File: src/rtl/pipe_dbg_pkg.sv
// Shared constants and types for the pipeline debug controller.
package pipe_dbg_pkg;

  localparam int unsigned NREG_DEF = 32;
  localparam int unsigned IDX_W    = 5;

  // Command opcodes
  localparam logic [2:0] OP_NOP    = 3'd0;
  localparam logic [2:0] OP_RUN    = 3'd1;
  localparam logic [2:0] OP_HALT   = 3'd2;
  localparam logic [2:0] OP_STEP   = 3'd3;
  localparam logic [2:0] OP_DUMP   = 3'd4;
  localparam logic [2:0] OP_SETBP  = 3'd5;
  localparam logic [2:0] OP_CLRBP  = 3'd6;
  localparam logic [2:0] OP_CLRCNT = 3'd7;

  typedef enum logic [2:0] {
    StHalt,
    StRun,
    StStep,
    StDsel,
    StDout
  } dbg_state_e;

endpackage

File: src/rtl/pipe_debug_ctrl_if.sv
// Command and register-dump channels between the host and the debug controller.
interface pipe_debug_ctrl_if #(
  parameter int unsigned DATA_W = 32
);

  logic              cmd_valid;
  logic              cmd_ready;
  logic [2:0]        cmd_op;
  logic [DATA_W-1:0] cmd_arg;

  logic              dump_valid;
  logic              dump_ready;
  logic [DATA_W-1:0] dump_data;
  logic [4:0]        dump_idx;

  // Host side
  modport master (
    output cmd_valid, cmd_op, cmd_arg, dump_ready,
    input  cmd_ready, dump_valid, dump_data, dump_idx
  );

  // Controller side
  modport slave (
    input  cmd_valid, cmd_op, cmd_arg, dump_ready,
    output cmd_ready, dump_valid, dump_data, dump_idx
  );

endinterface

File: src/rtl/pipe_dbg_dump.sv
// Register-dump sequencer: walks reg_sel over all GPRs and presents each value
// on a valid/ready channel. Alternates a select cycle (capture) and an output
// cycle (wait for handshake).
module pipe_dbg_dump
  import pipe_dbg_pkg::*;
#(
  parameter int unsigned NREG   = NREG_DEF,
  parameter int unsigned DATA_W = 32
) (
  input  logic              clk,
  input  logic              rst,
  input  logic              start,
  output logic [IDX_W-1:0]  reg_sel,
  input  logic [DATA_W-1:0] reg_data,
  output logic              dump_valid,
  input  logic              dump_ready,
  output logic [DATA_W-1:0] dump_data,
  output logic [IDX_W-1:0]  dump_idx,
  output logic              done
);

  logic [IDX_W-1:0]  idx_q;
  logic [IDX_W-1:0]  reg_sel_q;
  logic              capture_q;
  logic              valid_q;
  logic [DATA_W-1:0] data_q;
  logic [IDX_W-1:0]  didx_q;
  logic              last;
  logic              hs;

  assign last       = (idx_q == IDX_W'(NREG - 1));
  assign hs         = valid_q & dump_ready;
  assign done       = hs & last;
  assign reg_sel    = reg_sel_q;
  assign dump_valid = valid_q;
  assign dump_data  = data_q;
  assign dump_idx   = didx_q;

  // Sequencing: start -> capture -> wait handshake -> next register or finish
  always_ff @(posedge clk) begin
    if (rst) begin
      idx_q     <= '0;
      reg_sel_q <= '0;
      capture_q <= 1'b0;
      valid_q   <= 1'b0;
      data_q    <= '0;
      didx_q    <= '0;
    end else if (start) begin
      idx_q     <= '0;
      reg_sel_q <= '0;
      capture_q <= 1'b1;
    end else if (capture_q) begin
      data_q    <= reg_data;
      didx_q    <= idx_q;
      valid_q   <= 1'b1;
      capture_q <= 1'b0;
    end else if (hs) begin
      valid_q <= 1'b0;
      if (!last) begin
        idx_q     <= idx_q + 1'b1;
        reg_sel_q <= idx_q + 1'b1;
        capture_q <= 1'b1;
      end
    end
  end

endmodule

File: src/rtl/pipe_debug_ctrl.sv
// Run/halt/step controller with PC breakpoint and GPR dump for the pipelined core.
// Optional feature macro: PIPE_DBG_CYCLE_CNT_EN (enables the cpu_en cycle counter
// and the CLRCNT command; otherwise cycle_cnt reads 0 and CLRCNT is a NOP).
module pipe_debug_ctrl
  import pipe_dbg_pkg::*;
#(
  parameter int unsigned NREG   = NREG_DEF,
  parameter int unsigned DATA_W = 32
) (
  input  logic              clk,
  input  logic              rst,
  pipe_debug_ctrl_if.slave  bus,
  input  logic [DATA_W-1:0] cpu_pc,
  output logic              cpu_en,
  output logic [IDX_W-1:0]  reg_sel,
  input  logic [DATA_W-1:0] reg_data,
  output logic              halted,
  output logic              bp_hit,
  output logic [31:0]       cycle_cnt
);

  dbg_state_e        state_q, state_d;
  logic              bp_en_q;
  logic [DATA_W-1:0] bp_addr_q;
  logic              bp_hit_q;
  logic              skip_q;
  logic              accept;
  logic              match;
  logic              dump_start;
  logic              dump_done;

  assign bus.cmd_ready = (state_q == StHalt) || (state_q == StRun);
  assign accept        = bus.cmd_valid & bus.cmd_ready;
  // skip lets a RUN issued at the breakpoint PC move past it
  assign match  = (state_q == StRun) & bp_en_q & (cpu_pc == bp_addr_q) & ~skip_q;
  assign cpu_en = ((state_q == StRun) & ~match) | (state_q == StStep);
  assign halted = (state_q == StHalt);
  assign bp_hit = bp_hit_q;

  // Next-state decode
  always_comb begin
    state_d    = state_q;
    dump_start = 1'b0;
    unique case (state_q)
      StHalt: begin
        if (accept) begin
          case (bus.cmd_op)
            OP_RUN:  state_d = StRun;
            OP_STEP: state_d = StStep;
            OP_DUMP: begin
              state_d    = StDsel;
              dump_start = 1'b1;
            end
            default: ;
          endcase
        end
      end
      StRun: begin
        if (match || (accept && bus.cmd_op == OP_HALT)) state_d = StHalt;
      end
      StStep: state_d = StHalt;
      StDsel: state_d = StDout;
      StDout: begin
        if (bus.dump_valid && bus.dump_ready) state_d = dump_done ? StHalt : StDsel;
      end
      default: state_d = StHalt;
    endcase
  end

  // State register
  always_ff @(posedge clk) begin
    if (rst) state_q <= StHalt;
    else     state_q <= state_d;
  end

  // Breakpoint registers, sticky hit flag and RUN skip flag
  always_ff @(posedge clk) begin
    if (rst) begin
      bp_en_q   <= 1'b0;
      bp_addr_q <= '0;
      bp_hit_q  <= 1'b0;
      skip_q    <= 1'b0;
    end else begin
      if (state_q == StRun) skip_q <= 1'b0;
      if (accept) begin
        case (bus.cmd_op)
          OP_SETBP: begin
            bp_addr_q <= bus.cmd_arg;
            bp_en_q   <= 1'b1;
          end
          OP_CLRBP: bp_en_q <= 1'b0;
          OP_RUN: begin
            bp_hit_q <= 1'b0;
            if (state_q == StHalt) skip_q <= 1'b1;
          end
          OP_STEP: bp_hit_q <= 1'b0;
          default: ;
        endcase
      end
      // A match in the same cycle as a RUN/STEP accept must leave the flag set
      if (match) bp_hit_q <= 1'b1;
    end
  end

`ifdef PIPE_DBG_CYCLE_CNT_EN
  logic [31:0] cnt_q;

  // Count enabled cycles; CLRCNT takes priority over the increment
  always_ff @(posedge clk) begin
    if (rst)                                   cnt_q <= '0;
    else if (accept && bus.cmd_op == OP_CLRCNT) cnt_q <= '0;
    else if (cpu_en)                           cnt_q <= cnt_q + 32'd1;
  end

  assign cycle_cnt = cnt_q;
`else
  assign cycle_cnt = '0;
`endif

  pipe_dbg_dump #(
    .NREG   (NREG),
    .DATA_W (DATA_W)
  ) u_dump (
    .clk        (clk),
    .rst        (rst),
    .start      (dump_start),
    .reg_sel    (reg_sel),
    .reg_data   (reg_data),
    .dump_valid (bus.dump_valid),
    .dump_ready (bus.dump_ready),
    .dump_data  (bus.dump_data),
    .dump_idx   (bus.dump_idx),
    .done       (dump_done)
  );

endmodule

File: src/flat_wrapper.sv
// flat-port wrapper written by rule: the top's interface ports become plain ports
module pipe_debug_ctrl_flat import pipe_dbg_pkg::*;
#(
  parameter int unsigned NREG   = NREG_DEF,
  parameter int unsigned DATA_W = 32
)
  (clk, rst, cpu_pc, cpu_en, reg_sel, reg_data, halted, bp_hit, cycle_cnt, bus_cmd_valid, bus_cmd_op, bus_cmd_arg, bus_dump_ready, bus_cmd_ready, bus_dump_valid, bus_dump_data, bus_dump_idx);
  pipe_debug_ctrl_if #(.DATA_W(DATA_W)) bus_i ();
  input  logic clk;
  input  logic rst;
  input  logic [DATA_W-1:0] cpu_pc;
  output logic cpu_en;
  output logic [IDX_W-1:0] reg_sel;
  input  logic [DATA_W-1:0] reg_data;
  output logic halted;
  output logic bp_hit;
  output logic [31:0] cycle_cnt;
  input wire logic [$bits(bus_i.cmd_valid)-1:0] bus_cmd_valid;
  input wire logic [$bits(bus_i.cmd_op)-1:0] bus_cmd_op;
  input wire logic [$bits(bus_i.cmd_arg)-1:0] bus_cmd_arg;
  input wire logic [$bits(bus_i.dump_ready)-1:0] bus_dump_ready;
  output wire logic [$bits(bus_i.cmd_ready)-1:0] bus_cmd_ready;
  output wire logic [$bits(bus_i.dump_valid)-1:0] bus_dump_valid;
  output wire logic [$bits(bus_i.dump_data)-1:0] bus_dump_data;
  output wire logic [$bits(bus_i.dump_idx)-1:0] bus_dump_idx;
  assign bus_i.cmd_valid = bus_cmd_valid;
  assign bus_i.cmd_op = bus_cmd_op;
  assign bus_i.cmd_arg = bus_cmd_arg;
  assign bus_i.dump_ready = bus_dump_ready;
  assign bus_cmd_ready = bus_i.cmd_ready;
  assign bus_dump_valid = bus_i.dump_valid;
  assign bus_dump_data = bus_i.dump_data;
  assign bus_dump_idx = bus_i.dump_idx;
  pipe_debug_ctrl #(.NREG(NREG), .DATA_W(DATA_W)) u_core (.clk(clk), .rst(rst), .bus(bus_i), .cpu_pc(cpu_pc), .cpu_en(cpu_en), .reg_sel(reg_sel), .reg_data(reg_data), .halted(halted), .bp_hit(bp_hit), .cycle_cnt(cycle_cnt));
endmodule
File: config.mk
export PLATFORM = sky130hd
export DESIGN_NAME = pipe_debug_ctrl_flat
export DESIGN_NICKNAME = d
export VERILOG_FILES = /design/src/rtl/pipe_dbg_pkg.sv /design/src/rtl/pipe_debug_ctrl_if.sv /design/src/rtl/pipe_dbg_dump.sv /design/src/rtl/pipe_debug_ctrl.sv /design/src/flat_wrapper.sv
export SDC_FILE = /design/constraint.sdc
export NUM_CORES = 1
export LEC_CHECK = 0
export CAP_MARGIN = 10
export CORE_MARGIN = 8
export CORE_UTILIZATION = 44
export CTS_CLUSTER_SIZE = 20
export DETAILED_ROUTE_END_ITERATION = 8
export PLACE_DENSITY = 0.95
export SKIP_CTS_REPAIR_TIMING = 1
export SYNTH_ARGS = -nofsm -noshare
export SYNTH_HDL_FRONTEND = slang
export SYNTH_SLANG_ARGS = --single-unit
File: constraint.sdc
create_clock -name clk -period 3 [get_ports clk]
set_input_delay 0.6 -clock clk [delete_from_list [all_inputs] [get_ports clk]]
set_output_delay 0.6 -clock clk [all_outputs]
set_load 0.05 [all_outputs]
Word-level counts from Yosys, hierarchy flattened
Index checks and enable logic that the tools add are counted.
{ "totals": {"latch_bits": 0, "reg_bits": 82, "out_inout_bits": 79, "romBits": 0, "n_memories": 0, "in_bits": 103, "ramBits": 0, "word_cells": 81} }
{ "classes": {"n_eq_ne": 16, "reduce_logical": 18, "n_mux": 23, "n_bitwise": 13, "magnitude_cmp": 0, "shift": 0, "div": 0, "n_addsub": 1, "multipliers": 0} }
{ "op_table": {"columns": ["operator", "count"], "rows": [
  ["$eq A32 B32 Y1", 1],
  ["$mux W1", 16],
  ["$eq A3 B2 Y1 const B", 4],
  ["$eq A3 B3 Y1 const B", 4],
  ["$pmux W3 S4", 1],
  ["$reduce_and A2 Y1", 5],
  ["$mux W3", 3],
  ["$pmux W3 S3", 1],
  ["$reduce_bool A2 Y1", 4],
  ["$and A1 B1 Y1", 7],
  ["$eq A3 B1 Y1 const B", 2],
  ["$add A5 B1 Y5 const B", 1],
  ["$eq A5 B5 Y1 const B", 1],
  ["$not A1 Y1", 5],
  ["$ne A2 B1 Y1 const B", 2],
  ["$ne A4 B1 Y1 const B", 1],
  ["$reduce_and A4 Y1", 1],
  ["$reduce_or A2 Y1", 2],
  ["$logic_not A3 Y1", 1],
  ["$reduce_and A3 Y1", 1],
  ["$logic_and A1 B1 Y1", 2],
  ["$logic_or A1 B1 Y1", 2],
  ["$mux W2", 1],
  ["$ne A2 B2 Y1 const B", 1],
  ["2 further kinds", 2]
]} }

Depth between registers and ports, before layout
Gate-level depths: netlist of run 1.
{ "logic_depth": {"depth_word": 7, "ltp_mapped": 8} }

Hierarchy
From an unflattened synthesis of run 1, not the netlist that was laid out.
{ "unflattened": {"cells_unflattened": 462, "hier_area_um2": 3885.0} }
{ "by_module_without_submodules": {"columns": ["mod", "seq_area_each_um2", "cells_each", "instances", "area_per_inst_um2"], "rows": [
  ["pipe_debug_ctrl", 760.7, 266, 1, 2273.4],
  ["pipe_dbg_dump", 880.8, 196, 1, 1611.5]
]} }

Worst setup path after synthesis of run 1
No wires, ideal clock.
{ "synth_path": {"path_kind": "input to output", "start": "input cpu_pc[22]", "end": "output cpu_en", "n_path_buf": 0, "stages": 5, "slack_ns": 0.133, "t_arrival_ns": 2.267, "required_ns": 2.400, "path_cell_list": "xor2_1 -> nor4_1 -> nand4_1 -> nor4_1 -> a311oi_1"} }
{ "synth_via": {"elab_chain_len": 6} }
{ "synth_lines": {"columns": ["element", "line_no", "text"], "rows": [
  ["start, declared", "flat_wrapper.sv:11", "input logic [DATA_W-1:0] cpu_pc;"],
  ["$eq A32 B32 Y1", "pipe_debug_ctrl.sv:35", "assign match = (state_q == StRun) & bp_en_q & (cpu_pc == bp_addr_q) & ~skip_q;"],
  ["$and A1 B1 Y1 (2 in series)", "pipe_debug_ctrl.sv:35", null],
  ["$not A1 Y1", "pipe_debug_ctrl.sv:36", "assign cpu_en = ((state_q == StRun) & ~match) | (state_q == StStep);"],
  ["$and A1 B1 Y1", "pipe_debug_ctrl.sv:36", null],
  ["$or A1 B1 Y1", "pipe_debug_ctrl.sv:36", null],
  ["end, declared", "flat_wrapper.sv:12", "output logic cpu_en;"]
]} }
Every way passes these cells.

Final worst setup path of run 1
{ "layout_path": {"start": "input cpu_pc[23]", "end": "output cpu_en"} }
Same word-level chain as after synthesis.

==> key figures, run 1 <==
Floorplan
  – Chip Width: 107.8 um
  – Core box area: 8175 sq um
  – Die height: 107.8 um
  – Ports: 182
  – Die area: 11620 sq um
  – Rows: 33
  – Initial Util: 45.36%

Synthesis
  – Post-Synth Adder-Cell Area: 0.6748%
  – Yosys reg bits: 82
  – Post-Synthesis Cells: 458
  – EDFF count, synth: 0
  – Mux contribution to synthesized area: 0.8097%
  – YS warnings: 0
  – Largest family of logic cells by synthesized area: simple AND/OR/NAND/NOR gates
  – Primary FF master, synth: dfxtp_1
  – Sequential fraction of the synthesis area: 44.26%
  – Synth Area in Simple Gates: 22.54%
  – Syn Area/Cell: 8.097 sq um
  – Ys async rst share: 0%
  – Compound-Gate Fraction of Synth Area: 12.08%
  – Unique masters post-synth: 40
  – Synth Area in XOR/XNOR: 8.502%
  – Mapped cell area: 3709 sq um

CTS
  – CTS tree: built
  – Clk buf depth: 2
  – CTS H-tree depth: 3
  – Worst-path clk slew: 0.09 ns
  – Worst-skew pair later-pin latency: 0.34 ns
  – CTS Root Cell: clkbuf_8
  – CTS Buf Count: 9
  – CTS Sinks: 82

STA
  – # setup viols final: 0
  – Setup TNS: 0 ns
  – Slew Viols, Final: 0
  – Final min period: 2.941 ns
  – F_max: 340.1 MHz
  – Final Hold Fails: 0
  – Least-Margin Pin Slew: 0.6895 ns
  – Clk_skew: 0.01054 ns
  – Final period utilization: 98.02%
  – RSZ-0062 raised after global routing: no
  – Max_slew headroom: 53.87%

Cells and area
  – Share of layout cells above drive strength 1: 6.436%
  – Fill cell count: 662
  – Area Overhead vs Synth: 43.59%
  – Nets@finish: 706
  – ANT cells: 0
  – Fin area: 5325 sq um
  – Commonest non-fill, non-tap cell in the layout: nand2_1
  – Commonest non-fill, non-tap cells in the layout: 145 x nand2_1, 143 x clkdlybuf4s50_1, 82 x dfxtp_1

Route
  – Routed vias/inst: 4.824
  – DR pass1 iterations: 5
  – DR vias: 3430
  – Antenna Violating Nets Remaining: 0
  – WL/cell: 15.89 um
  – Iter 0 DRT Violations: 142
  – DRC viols: 0
  – Final Routed Wirelength: 11.30 mm

Global route
  – Routing usage on met2: 34.56%
  – Largest net degree at the start of global routing: 38
  – Total grt overflow: 0
  – GRT Max-Usage Layer: met2
  – Initial antenna violation count: 0
  – First-pass GRT wire length: 17.31 mm
  – Vias in the first global route: 3548
  – Met3 Use GR: 3.713%
  – GRT met1 Usage: 19.96%
  – GRT Total Usage: 18.80%

Worst setup path
  – Critical Path Max Stage Delay: 0.42 ns
  – Critical Path AT: 2.34 ns
  – Crit-path cells: clkdlybuf4s50_1, xor2_1, nor4_1, nand2_1, nor4_2, buf_4, a311oi_2, buf_6
  – Largest delay share family, worst path: buffers and inverters
  – WP buf/inv: 3
  – Critical path class: in -> out
  – CP required: 2.40 ns
  – CP Capture Type: primary output
  – Critical path peak fanout: 2
  – Type of origin of the critical path: input pin
  – Slowest stage cell, crit path: clkdlybuf4s50_1

Placed design
  – Placement Cell Area: 5102 sq um
  – Port bufs: 149
  – Post-DP HPWL: 8.788 mm
  – Routability cong.: 0.8588

Outcome
  – Outcome: finished, final reports clean

Power
  – VDD IR max: 0.2946 mV
  – Power Density: 424.5 nW/um^2
  – Leakage: 1.997 nW

Worst hold path
  – Worst hold path type: reg -> reg

Flow run
  – Max-cap violations: 0
## metrics by stage
stage	setup WS (ns)	cells	hold slack, ns	util [%]	power, W
2_1_floorplan	0.1329	489	0.4481	-	0.001397
3_3_place_gp	-0.06369	695	0.4409	62.41	0.001536
3_5_place_dp	-0.09671	695	0.4453	62.41	0.001546
4_1_cts	-0.1108	711	0.4588	64.57	0.002272
5_1_grt	0.02573	711	0.4736	65.14	0.002346
6_report	0.05926	711	0.4563	65.14	0.002260
## cell usage after synthesis (all sizes together), types with 3 or more instances
master  instances  area (sq um)
a21oi          73         365.4
buf            48         362.8
clkbuf          7         26.28
dfxtp          82          1642
inv             3         11.26
mux2i           3         30.03
nand2         147         556.8
nand3           3         15.01
nand4           4         25.02
nor2           15         56.30
nor3b           3         50.05
nor4            7         43.79
o21ai           3         15.01
xnor2          10         87.58
xor2           26         227.7
## worst paths after layout
check | from | end | slack (ns) | depth (start not counted)
worst max-delay path | cpu_pc[23] | cpu_en | 0.06 | 8
worst min register to register | u_core.u_dump.dump_data[19] | u_core.u_dump.dump_data[19] | 0.46 | 2
worst max register to register | u_core.u_dump.reg_sel[0] | u_core.u_dump.reg_sel[3] | 1.00 | 7
worst min-delay path | u_core.u_dump.dump_data[19] | u_core.u_dump.dump_data[19] | 0.46 | 2
## worst min-delay path: stages, from the launching register on
cell and delay (ns):
dfxtp_1 0.32, nand2_1 0.05, a21oi_1 0.05
## cell type report
cell class	count	area, sq um	area share (%)
Clock buffer	9	123.9	2.326
Clock inverter	7	52.55	0.9868
Inverter	3	11.26	0.2115
Multi-Input combinational cell	348	1807	33.93
Sequential cell	82	1642	30.83
Tap cell	105	131.4	2.467
Timing Repair Buffer	157	1558	29.25
## power breakdown
part	switching (W)	internal [W]	total, W
Sequential	0.0000155	0.00111	0.00112
Combinational	0.000230	0.000177	0.000406
Clock	0.000425	0.000307	0.000732
Total	0.000670	0.00159	0.00226
## metal layers
metal	vias to the layer above	wire length, um
met5	-	0
met4	0	318
li1	1711	-
met3	20	569
met2	107	6252
met1	1592	4156
## kinds of logic after synthesis
logic type	Yosys count
adders and majority gates	2
xor gates and xnor gates	36
DFF	82
muxes	3
other	1
AOI/OAI and AO/OA	84
buffers and inverters	59
and+or+nand+nor	191
## flip-flops by register name, indices dropped and copies added (netlist names)
| name | cells |
|---|---|
| u_core.bp_addr_q | 32 |
| u_core.bp_en_q | 1 |
| u_core.bp_hit | 1 |
| u_core.skip_q | 1 |
| u_core.state_q | 3 |
| u_core.u_dump.capture_q | 1 |
| u_core.u_dump.dump_data | 32 |
| u_core.u_dump.dump_idx | 5 |
| u_core.u_dump.dump_valid | 1 |
| u_core.u_dump.reg_sel | 5 |
(Power assumes the default switching activity.)
==> run 2, diff against run 1 <==
--- a/config.mk
+++ b/config.mk
@@ -12,6 +12,7 @@
 export DETAILED_ROUTE_END_ITERATION = 8
 export PLACE_DENSITY = 0.95
 export SKIP_CTS_REPAIR_TIMING = 1
+export SLEW_MARGIN = 20
 export SYNTH_ARGS = -nofsm -noshare
 export SYNTH_HDL_FRONTEND = slang
 export SYNTH_SLANG_ARGS = --single-unit
==> results of run 2 <==
Same layout as run 1: the final DEF is identical, and so are final timing and power.
==> run 3, diff against run 2 <==
--- a/config.mk
+++ b/config.mk
@@ -6,11 +6,13 @@
 export NUM_CORES = 1
 export LEC_CHECK = 0
 export CAP_MARGIN = 10
+export CELL_PAD_IN_SITES_DETAIL_PLACEMENT = 2
+export CELL_PAD_IN_SITES_GLOBAL_PLACEMENT = 2
 export CORE_MARGIN = 8
-export CORE_UTILIZATION = 44
+export CORE_UTILIZATION = 23
 export CTS_CLUSTER_SIZE = 20
 export DETAILED_ROUTE_END_ITERATION = 8
-export PLACE_DENSITY = 0.95
+export PLACE_DENSITY_LB_ADDON = 0.2
 export SKIP_CTS_REPAIR_TIMING = 1
 export SLEW_MARGIN = 20
 export SYNTH_ARGS = -nofsm -noshare
==> run 3 against run 2 <==
Critical endpoint unchanged. Largest cell class unchanged. Critical path type unchanged. Clock skew shrank 0.0058 ns. Final cell count up 16%. Global-route usage is 5.1 points lower.
==> key figures, run 3 (synthesis gave the netlist of run 1 again) <==
Outcome
  – Outcome: finished, final reports clean

Worst setup path
  – Critical path class: in -> out
  – CP Capture Type: primary output
  – R2R Path Start: u_core.u_dump.reg_sel[0]
  – Type of origin of the critical path: input pin
  – FF-to-FF path depth: 7 (unchanged)
  – CP required: 2.40 ns (about the same)
  – R2r setup slk: 1.04 ns (+0.04 ns)
  – Critical Path AT: 2.31 ns (-0.03 ns)
  – Worst R2R End: u_core.u_dump.reg_sel[3]
  – Critical path peak fanout: 2 (unchanged)

Floorplan
  – Die height: 143.0 um (+33%)
  – Core box area: 15830 sq um (+94%)
  – Rows: 46 (+39%)
  – Ports: 182 (unchanged)
  – Initial Util: 23.43% (-22 points)
  – Chip Width: 143.0 um (+33%)
  – Die area: 20440 sq um (+76%)

STA
  – # setup viols final: 0 (unchanged)
  – Max_slew headroom: 62.49% (+8.6 points)
  – Final period utilization: 97.09% (-0.93 points)
  – Clk_skew: 0.004692 ns (-0.005845 ns)
  – Least-Margin Pin Slew: 0.5609 ns (-0.1287 ns)
  – Final Hold Fails: 0 (unchanged)
  – Final min period: 2.913 ns (-0.02797 ns)
  – F_max: 343.3 MHz (+0.96%)
  – Slew Viols, Final: 0 (unchanged)

Global route
  – Initial antenna violation count: 0 (unchanged)
  – GRT Total Usage: 13.67% (-5.1 points)
  – First-pass GRT wire length: 21.56 mm (+25%)
  – Total grt overflow: 0 (unchanged)
  – Largest net degree at the start of global routing: 39 (+2.6%)
  – Vias in the first global route: 4068 (+15%)

Placed design
  – Placed cells: 808 (+16%)
  – Placement Cell Area: 5256 sq um (+3.0%)
  – Post-DP HPWL: 10.45 mm (+19%)
  – Port bufs: 149 (unchanged)
  – Routability cong.: 0.7441 (-13%)

Cells and area
  – Commonest non-fill, non-tap cell in the layout: clkdlybuf4s50_1
  – ANT cells: 0 (unchanged)
  – Nets@finish: 708 (+0.28%)
  – Post-route insts no fill: 824 (+16%)
  – Register area: 1642 sq um (unchanged)
  – Share of layout cells above drive strength 1: 6.414% (-0.021 points)
  – Fill cell count: 1807 (+170%)
  – Multi-input gate area: 1793 sq um (-0.76%)
  – Fin area: 5587 sq um (+4.9%)
  – Area Overhead vs Synth: 50.64%
  – Commonest non-fill, non-tap cells in the layout: 146 x clkdlybuf4s50_1, 145 x nand2_1, 82 x dfxtp_1

Route
  – DRC viols: 0 (unchanged)
  – Routed vias/inst: 4.258 (-12%)
  – Final Routed Wirelength: 13.58 mm (+20%)
  – WL/cell: 16.47 um (+3.7%)
  – DR vias: 3509 (+2.3%)
  – Antenna Violating Nets Remaining: 0 (unchanged)
  – DR pass1 iterations: 4 (-1)
  – Iter 0 DRT Violations: 84 (-41%)

Worst hold path
  – Worst hold path type: reg -> reg
  – Hold depth: 2 (unchanged)
  – WHS Endpoint: u_core.u_dump.dump_data[11]
  – HP Start: u_core.u_dump.dump_data[11]

Power
  – Power Density: 479.7 nW/um^2 (+13%)
  – Leakage: 2.041 nW (+2.2%)
  – VDD IR max: 0.2597 mV (-12%)

CTS
  – CTS Root Cell: clkbuf_16
  – Worst-skew pair later-pin latency: 0.34 ns (about the same)
  – Worst-path clk slew: 0.06 ns (-0.03 ns)
  – CTS H-tree depth: 3 (unchanged)
  – CTS tree: built
  – CTS Sinks: 82 (unchanged)
  – CTS Buf Count: 9 (unchanged)
  – Clk buf depth: 2 (unchanged)

Flow run
  – Max-cap violations: 0 (unchanged)
-- run 3: cell count changes in the layout (fill, tap and decap cells not counted) --
cell / before / now
dlymetal6s2s_1: 4 / 1
bufinv_16: 0 / 1
xor2_2: 1 / 0
xor2_1: 25 / 26
clkbuf_8: 9 / 2
inv_6: 2 / 0
clkbuf_16: 0 / 9
nor4_2: 3 / 2
clkinv_4: 2 / 0
nor4_1: 4 / 5
clkdlybuf4s50_1: 143 / 146
buf_4: 8 / 10
clkinv_2: 2 / 3
-- run 3: routing by layer --
metal / wire (um) / share of wire (%) / vias to the layer above / GRT usage (%)
li1: - / - / 1720 / -
met1: 5301 / 39 / 1688 / 14.24
met2: 7229 / 53 / 87 / 24.91
met3: 793 / 5.8 / 14 / 4.073
met4: 251 / 1.8 / 0 / 5.872
met5: 0 / 0 / - / 0
-- run 3: worst max-delay path: stages --
cell,delay [ns]
clkdlybuf4s50_1,0.42
xor2_1,0.15
nor4_1,0.29
buf_4,0.18
nand4_1,0.09
nor4_2,0.16
buf_4,0.16
a311oi_2,0.10
buf_6,0.18
-- run 3: worst max-delay path by stage --
stage                     startpoint      to  slack (ns)  cells past startpoint
after floorplan           cpu_pc[22]  cpu_en        0.13                      5
after CTS                  cpu_pc[5]  cpu_en       -0.11                      9
final                     cpu_pc[22]  cpu_en        0.09                      9
after detailed placement   cpu_pc[5]  cpu_en       -0.11                      9
after global placement    cpu_pc[22]  cpu_en       -0.07                      9
after global routing      cpu_pc[25]  cpu_en      -0.006                      8
-- run 3: per-stage QoR --
stage	total power (W)	worst slack (ns)	util (%)	setup TNS (ns)	hold WS [ns]
final	0.002680	0.08723	35.30	0	0.4563
after global routing	0.002796	-0.005706	35.30	-0.005706	0.4771
after CTS	0.002724	-0.1054	35.14	-0.1054	0.4596
after detailed placement	0.001561	-0.1113	33.21	-0.1113	0.4534
after global placement	0.001551	-0.07489	33.21	-0.07489	0.4408
after floorplan	0.001397	0.1329	-	0	0.4481
-- run 3: cell type report --
| cell class | instances | area share, % |
|---|---|---|
| clock inverter | 5 | 0.9406 |
| tap | 216 | 4.838 |
| sequential | 82 | 29.38 |
| inverter | 3 | 0.2016 |
| timing repair buffer | 159 | 28.02 |
| clock buffer | 11 | 4.524 |
| multi-input combinational | 348 | 32.09 |
-- run 3: where the power goes --
group	internal (W)	switching (W)	total, W
clock network	0.000686	0.000457	0.00114
registers	0.00111	0.0000160	0.00112
logic	0.000178	0.000235	0.000413
total	0.00197	0.000708	0.00268
